<file path="src/rtl/ttc3_pkg.sv">
// Shared types for the ttc3 secure-boot DUS loader: FSM states, result codes
// and the default secret geometry.
package ttc3_pkg;

  localparam int DEF_DUS_WIDTH  = 256;
  localparam int DEF_WORD_WIDTH = 32;
  localparam int DUS_WORDS      = DEF_DUS_WIDTH / DEF_WORD_WIDTH;

  typedef enum logic [2:0] {
    ST_IDLE,
    ST_REQ,
    ST_CHECK,
    ST_WRITE,
    ST_WAIT_VALID,
    ST_DONE,
    ST_ERROR
  } state_e;

  typedef enum logic [2:0] {
    ERR_NONE           = 3'd0,
    ERR_OTP            = 3'd1,
    ERR_TIMEOUT        = 3'd2,
    ERR_CHECKSUM       = 3'd3,
    ERR_ALREADY_LOCKED = 3'd4,
    ERR_NOT_LOCKED     = 3'd5
  } err_e;

endpackage

</file>
<file path="src/rtl/ttc3_dus_loader.sv">
// Fetches the device unique secret from OTP word by word, verifies the XOR
// checksum word and performs the single write into DUS storage.
module ttc3_dus_loader import ttc3_pkg::*; #(
  parameter int DUS_WIDTH      = DEF_DUS_WIDTH,
  parameter int WORD_WIDTH     = DEF_WORD_WIDTH,
  parameter int TIMEOUT_CYCLES = 64,
  localparam int NW = DUS_WIDTH / WORD_WIDTH,
  localparam int AW = $clog2(NW + 1),
  localparam int TW = $clog2(TIMEOUT_CYCLES + 1)
) (
  input  logic                  clock,
  input  logic                  reset_n,
  input  logic                  start,
  output logic                  otp_req,
  output logic [AW-1:0]         otp_addr,
  input  logic                  otp_ack,
  input  logic [WORD_WIDTH-1:0] otp_rdata,
  input  logic                  otp_err,
  input  logic                  dus_valid,
  output logic                  write_enable,
  output logic [DUS_WIDTH-1:0]  write_data,
  output logic                  busy,
  output logic                  done,
  output logic                  error,
  output logic [2:0]            error_code
);

  state_e                state_q;
  err_e                  err_q;
  logic                  done_q;
  logic                  error_q;
  logic [AW-1:0]         idx_q;
  logic [TW-1:0]         tmo_q;
  logic [WORD_WIDTH-1:0] acc_q;
  logic [WORD_WIDTH-1:0] chk_q;
  logic [DUS_WIDTH-1:0]  buf_q;

  // Every entry into DONE or ERROR also wipes buf/acc/chk so no secret
  // material outlives the load attempt.
  always_ff @(posedge clock or negedge reset_n) begin
    if (!reset_n) begin
      state_q <= ST_IDLE;
      err_q   <= ERR_NONE;
      done_q  <= 1'b0;
      error_q <= 1'b0;
      idx_q   <= '0;
      tmo_q   <= '0;
      acc_q   <= '0;
      chk_q   <= '0;
      buf_q   <= '0;
    end else begin
      case (state_q)
        ST_IDLE, ST_ERROR: begin
          if (start) begin
            if (dus_valid) begin
              state_q <= ST_ERROR;
              error_q <= 1'b1;
              err_q   <= ERR_ALREADY_LOCKED;
              buf_q   <= '0;
              acc_q   <= '0;
              chk_q   <= '0;
            end else begin
              state_q <= ST_REQ;
              error_q <= 1'b0;
              err_q   <= ERR_NONE;
              idx_q   <= '0;
              acc_q   <= '0;
              tmo_q   <= '0;
            end
          end
        end

        ST_REQ: begin
          if (otp_ack) begin
            tmo_q <= '0;
            if (otp_err) begin
              state_q <= ST_ERROR;
              error_q <= 1'b1;
              err_q   <= ERR_OTP;
              buf_q   <= '0;
              acc_q   <= '0;
              chk_q   <= '0;
            end else if (idx_q == AW'(NW)) begin
              chk_q   <= otp_rdata;
              state_q <= ST_CHECK;
            end else begin
              for (int w = 0; w < NW; w++) begin
                if (idx_q == AW'(w)) buf_q[w*WORD_WIDTH +: WORD_WIDTH] <= otp_rdata;
              end
              acc_q <= acc_q ^ otp_rdata;
              idx_q <= idx_q + AW'(1);
            end
          end else if (tmo_q == TW'(TIMEOUT_CYCLES - 1)) begin
            state_q <= ST_ERROR;
            error_q <= 1'b1;
            err_q   <= ERR_TIMEOUT;
            buf_q   <= '0;
            acc_q   <= '0;
            chk_q   <= '0;
          end else begin
            tmo_q <= tmo_q + TW'(1);
          end
        end

        ST_CHECK: begin
          if (acc_q == chk_q) begin
            state_q <= ST_WRITE;
          end else begin
            state_q <= ST_ERROR;
            error_q <= 1'b1;
            err_q   <= ERR_CHECKSUM;
            buf_q   <= '0;
            acc_q   <= '0;
            chk_q   <= '0;
          end
        end

        ST_WRITE: state_q <= ST_WAIT_VALID;

        ST_WAIT_VALID: begin
          buf_q <= '0;
          acc_q <= '0;
          chk_q <= '0;
          if (dus_valid) begin
            state_q <= ST_DONE;
            done_q  <= 1'b1;
          end else begin
            state_q <= ST_ERROR;
            error_q <= 1'b1;
            err_q   <= ERR_NOT_LOCKED;
          end
        end

        ST_DONE: state_q <= ST_DONE;

        default: state_q <= ST_IDLE;
      endcase
    end
  end

  // Outputs decode the flopped state, so reset removes them asynchronously.
  assign otp_req      = (state_q == ST_REQ);
  assign otp_addr     = idx_q;
  assign write_enable = (state_q == ST_WRITE);
  assign write_data   = write_enable ? buf_q : '0;
  assign busy         = (state_q == ST_REQ) || (state_q == ST_CHECK) ||
                        (state_q == ST_WRITE) || (state_q == ST_WAIT_VALID);
  assign done         = done_q;
  assign error        = error_q;
  assign error_code   = err_q;

endmodule

</file>
<file path="config.mk">
export PLATFORM = sky130hd
export DESIGN_NAME = ttc3_dus_loader
export DESIGN_NICKNAME = d
export VERILOG_FILES = /design/src/rtl/ttc3_pkg.sv /design/src/rtl/ttc3_dus_loader.sv
export SDC_FILE = /design/constraint.sdc
export NUM_CORES = 1
export LEC_CHECK = 0
export BUFFER_PORTS_ARGS = -buffer_cell sky130_fd_sc_hd__buf_2
export CAP_MARGIN = 5
export CORE_MARGIN = 1
export CORE_UTILIZATION = 60
export DETAILED_ROUTE_END_ITERATION = 10
export MAX_ROUTING_LAYER = met4
export PLACE_DENSITY = 0.86
export SLEW_MARGIN = 0
export SYNTH_ARGS = -nofsm -noshare
export SYNTH_HDL_FRONTEND = slang
export SYNTH_SLANG_ARGS = --single-unit
</file>
<file path="constraint.sdc">
create_clock -name clock -period 6.4 [get_ports clock]
set_input_delay 0.32 -clock clock [delete_from_list [all_inputs] [get_ports clock]]
set_output_delay 0.32 -clock clock [all_outputs]
set_load 0.02 [all_outputs]
</file>
Yosys cells after proc, flatten, opt, wreduce, memory -nomap -nowiden:

Cells that the tools add are included.
Widths: inputs -> output; s select.

* add/sub/neg operators: 2
* equal/unequal tests: 37
* mux-type cells: 66
* bitwise operators: 1
* reductions and logical operators: 23

Operators with widths (number)
* $mux 256: 8
* $pmux 256 s4: 1
* $mux 32: 19
* $pmux 32 s4: 2
* $reduce_and 7->1: 8
* $mux 3: 14
* $ne 4x2->1 const B: 9
* $eq 32x32->1: 1
* $xor 32x32->32: 1
* $mux 7: 4
* $mux 4: 5
* $pmux 3 s6: 1
* $reduce_and 6->1: 3
* $eq 4x3->1 const B: 4
* $ne 2x2->1 const B: 7
* $pmux 7 s2: 1
* $pmux 3 s4: 1
* $eq 3x3->1 const B: 3
* $eq 4x2->1 const B: 2
* $pmux 4 s2: 1
* $add 7x1->7 const B: 1
* $eq 7x6->1 const B: 1
* $mux 1: 7
* $eq 3x2->1 const B: 2
* other kinds (21): 23

* register bits: 339
* output and inout bits: 268
* word-level logic and storage cells: 145

Depth between registers and ports, before layout:

* depth in word-level cells: 6
* mapped depth: 9

Least setup slack after synthesis:

Ideal clock, no wire load.

* path kind: reg2reg
* start: reg state_q[2]
* end: reg buf_q[135]
* library setup time: 79 ps
* arrival: 2057 ps
* required time: 6321 ps
* path slack: 4264 ps
* stages on the path, launching flop included: 10
* clock period less this slack: 2136 ps
* cell sequence: dfrtp_1 -> buf_2 -> nor3b_4 -> nand2_2 -> buf_6 -> a21oi_4 -> nand2b_4 -> o21bai_4 -> buf_6 -> o2bb2ai_1

* elaborated cells on any way between the ends: 15

RTL lines
* from (decl): line ttc3_dus_loader.sv:28 `state_e state_q;`
* from (signal assigned): line ttc3_dus_loader.sv:42 `state_q <= ST_IDLE;`
* from (signal assigned): line ttc3_dus_loader.sv:56 `state_q <= ST_ERROR;`
* from (signal assigned): line ttc3_dus_loader.sv:63 `state_q <= ST_REQ;`
* $eq 3x1->1 (*)
* named net otp_req: line ttc3_dus_loader.sv:14 `output logic otp_req,`
* $ne 4x2->1 (no source line) (tied with other cells)
* $reduce_and 7->1 (no source line)
* to (signal, indexed assignment): line ttc3_dus_loader.sv:88 `if (idx_q == AW'(w)) buf_q[w*WORD_WIDTH +: WORD_WIDTH] <= otp_rdata;`
* to (decl): line ttc3_dus_loader.sv:36 `logic [DUS_WIDTH-1:0] buf_q;`

The timed path passes the listed nets; every way through them passes the cells marked *.
A chain may end at the register's enable or synchronous reset.

Worst setup path in the final report:

* start: reg state_q[0]
* end: reg buf_q[250]

* word-level cells in the longest chain between the ends: 4
* elaborated cells on any way between the ends: 15

RTL lines
* $eq 3x3->1 or $logic_not 3->1 (tied branches): line ttc3_dus_loader.sv:52 `case (state_q)`
* $reduce_or 2->1: line ttc3_dus_loader.sv:52
* $ne 2x2->1 (no source line) or $reduce_bool 4->1 (tied branches)
* $reduce_and 7->1 (no source line)

Parallel ways exist; a longest one is shown, timed or not.

==> flow_summary.json <==
{
  "rsz0062_at_grt": "no",
  "setup_violations": 0,
  "power_frac_clock": 0.263,
  "p_sw_frac": 0.432,
  "yosys.area.top_type": "dfrtp_1",
  "yosysWarnings": 0,
  "start_util": 0.613,
  "hp-class": "in2reg",
  "slowest_stage": "dfrtp_4",
  "drtIter0Drc": 1569,
  "crit_chain": "nor3b_4, nand2_2, buf_4, a31oi_4, nand2b_1, o21bai_4, o2bb2ai_1",
  "drive_gt1_frac": 0.243,
  "wl_mm": 47.8,
  "antenna_found_initial": 0,
  "drv_cap": 0,
  "async_flop_share": 1.00,
  "synthCells": 1436,
  "worst_pin_slew_ps": 1230,
  "dp_cells": 1955,
  "cts_setup_buffers": 0,
  "via_per_inst": 6.65,
  "layout_min_cycle_time_ps": 3950,
  "clkTransAtPathRegs_ps": 70,
  "start_kind": "register",
  "synth_common_cells": "dfrtp_1, and3_1, o2bb2ai_1, o21ai_0, clkbuf_1",
  "muxShareOfSynthArea": 0,
  "clk_path_buf_depth": 3,
  "cellLeakagePower_nw": 9.75,
  "ys_top_cells_by_area": "dfrtp_1, o2bb2ai_1, and3_1, o21ai_0, clkbuf_1",
  "antennaDiodeCount": 0,
  "n_fill_cell": 1738,
  "htreeDepth": 2,
  "synth_flop_cell": "dfrtp_1",
  "synth-simple-area-share": 0.157,
  "finalClockSkew_ps": 19.1,
  "crit_type": "reg2reg",
  "status": "finished clean",
  "crit_path_end_kind": "register",
  "power_frac_comb": 0.364,
  "crit_path_max_incr_delay_ps": 1080,
  "wl_per_cell_um": 23.7,
  "vias": 13400,
  "p_int_w": 0.00425,
  "fp.dieW_um": 162,
  "stdcell_count": 2015,
  "powerDensity_mw_per_mm2": 414,
  "cts_buffers": 34,
  "synthXorXnorAreaFrac": 0.0204,
  "ios": 306,
  "die-area_mm2": 0.0264,
  "core_mm2": 0.0252,
  "grt_pass1_wl_mm": 73.3,
  "ys_seq_area_frac": 0.549,
  "cts_hold_buf": 1,
  "fin_nets": 1705,
  "port_buffers": 305,
  "synth_seq_cells": 339,
  "synth_area_mm2": 0.0154,
  "area_growth_pct": 17.1,
  "num_rows": 58,
  "cts_root_buf": "clkbuf_16",
  "grt_usage": 0.372,
  "post-route-drc-count": 0,
  "grt_pass1_vias": 12800,
  "antenna_left": 0,
  "crit_start": "state_q[0]",
  "power_frac_seq": 0.372,
  "dp_hpwl_mm": 30.3,
  "slew-limit-headroom": 0.179,
  "cts_tree": "yes",
  "grt_max_degree": 182,
  "synth_compound_area_frac": 0.218,
  "overflow": 0,
  "timing.final.crit_share": 0.618,
  "synth_nets": 1479,
  "tns_ps": 0,
  "synth-adder-area-share": 0.00470,
  "cp.required_ps": 6820,
  "ctsResizeCount": 0,
  "synth.avg_cell_area_um2": 10.8,
  "clock_sinks": 339,
  "gp_congestion": 0.862,
  "drv_slew": 0,
  "ir_drop_v": 0.000347,
  "max_freq_mhz": 253,
  "first_pass_iters": 6,
  "dieHeight_um": 162,
  "insertion_delay_ps": 520,
  "synth_top_family_by_area": "compound AO/OA/AOI/OAI gates",
  "netSwitchingPower_w": 0.00324,
  "synth_top_area_frac": 0.549,
  "synth_edf_count": 0,
  "r2r-start": "state_q[0]",
  "min_from": "otp_rdata[15]",
  "hold_viol": 0,
  "arrival_ps": 4370,
  "crit_fanout": 127,
  "ys_types": 57,
  "synth.most_common_cell": "dfrtp_1"
}
cell usage in the layout, fill, tap and decap left out, types with 3 or more instances in the layout:
cell | Yosys | routed
nand2_1 | 82 | 82
nor2_1 | 18 | 17
a21oi_1 | 39 | 37
buf_2 | 19 | 304
nand3_1 | 38 | 38
xor2_1 | 33 | 33
o21ai_0 | 106 | 106
clkbuf_8 | 0 | 4
a22o_1 | 33 | 33
nor2b_1 | 4 | 3
o21a_1 | 7 | 7
inv_1 | 38 | 38
o21ai_1 | 4 | 4
ha_1 | 5 | 5
clkbuf_16 | 0 | 35
clkinv_2 | 0 | 10
nand2b_1 | 6 | 6
xnor2_1 | 3 | 3
clkbuf_1 | 94 | 6
nand4_1 | 4 | 4
nor3_1 | 33 | 33
o2bb2ai_1 | 224 | 224
o21bai_2 | 5 | 5
a31oi_1 | 4 | 3
buf_4 | 15 | 23
nor4_1 | 8 | 8
and3_1 | 227 | 227
dfrtp_1 | 339 | 338
registers in the layout (all words and copies together) (netlist names), 3 cells and up:
register / cells
chk_q: 32
buf_q: 256
otp_addr: 4
state_q: 3
tmo_q: 7
acc_q: 32
error_code: 3
worst max-delay path: cells and delay by family, from the launching register on:
family / cells / cell delay [ps]
flops: 1 / 1080
compound gates: 3 / 1230
buf+inv: 1 / 290
simple gates: 3 / 1200
kinds of logic after synthesis:
| kind of cell | count (synthesis) |
|---|---|
| AOI/OAI and AO/OA | 443 |
| xor gates and xnor gates | 36 |
| adders and majority gates | 6 |
| buffers and inverters | 178 |
| DFF | 339 |
| and+or+nand+nor | 434 |
stage by stage:
step / cell area, um2 / hold slack, ps / total power, W / utilization / setup WS, ps
floorplan: 15400 / 24.4 / 0.00473 / - / 4260
global placement: 17000 / 317 / 0.00538 / 0.675 / 2650
detailed placement: 17000 / 335 / 0.00547 / 0.675 / 2540
CTS: 18100 / 89.2 / 0.00744 / 0.718 / 2540
global route: 18100 / 103 / 0.00779 / 0.718 / 2230
finish: 18100 / 92.9 / 0.00750 / 0.718 / 2450
final cells by class:
cell class	count	area, um2	area share
clock buffers	45	953	0.0527
flip-flops and latches	339	8490	0.469
multi-input cells	919	6230	0.344
repair buffers	330	1740	0.0961
well taps	330	413	0.0228
inverters	38	143	0.00789
clock inverters	14	126	0.00699
metal layers:
| layer | vias to the layer above | GRT usage | share of wire |
|---|---|---|---|
| li1 | 5724 | - | - |
| met1 | 6685 | 0.506 | 0.39 |
| met2 | 860 | 0.554 | 0.47 |
| met3 | 130 | 0.0828 | 0.11 |
| met4 | 0 | 0.131 | 0.034 |
| met5 | - | - | 0 |
power groups by stage:
stage / clock network, W / logic, W / registers, W
finish: 0.00197 / 0.00273 / 0.00279
global route: 0.00207 / 0.00290 / 0.00283
CTS: 0.00197 / 0.00269 / 0.00278
detailed placement: 0 / 0.00267 / 0.00280
global placement: 0 / 0.00259 / 0.00280
floorplan: 0 / 0.00210 / 0.00264
worst paths after layout:
path	end	slack, ps	cells after the start
setup / recovery	buf_q[250]	2450	7
hold / removal	acc_q[15]	90	3
setup reg to reg	buf_q[250]	2450	7
hold reg to reg	buf_q[92]	480	1
max in group asynchronous	buf_q[22]	4530	3
min in group asynchronous	buf_q[98]	370	2
No activity file was read; power rests on OpenSTA's default activity.
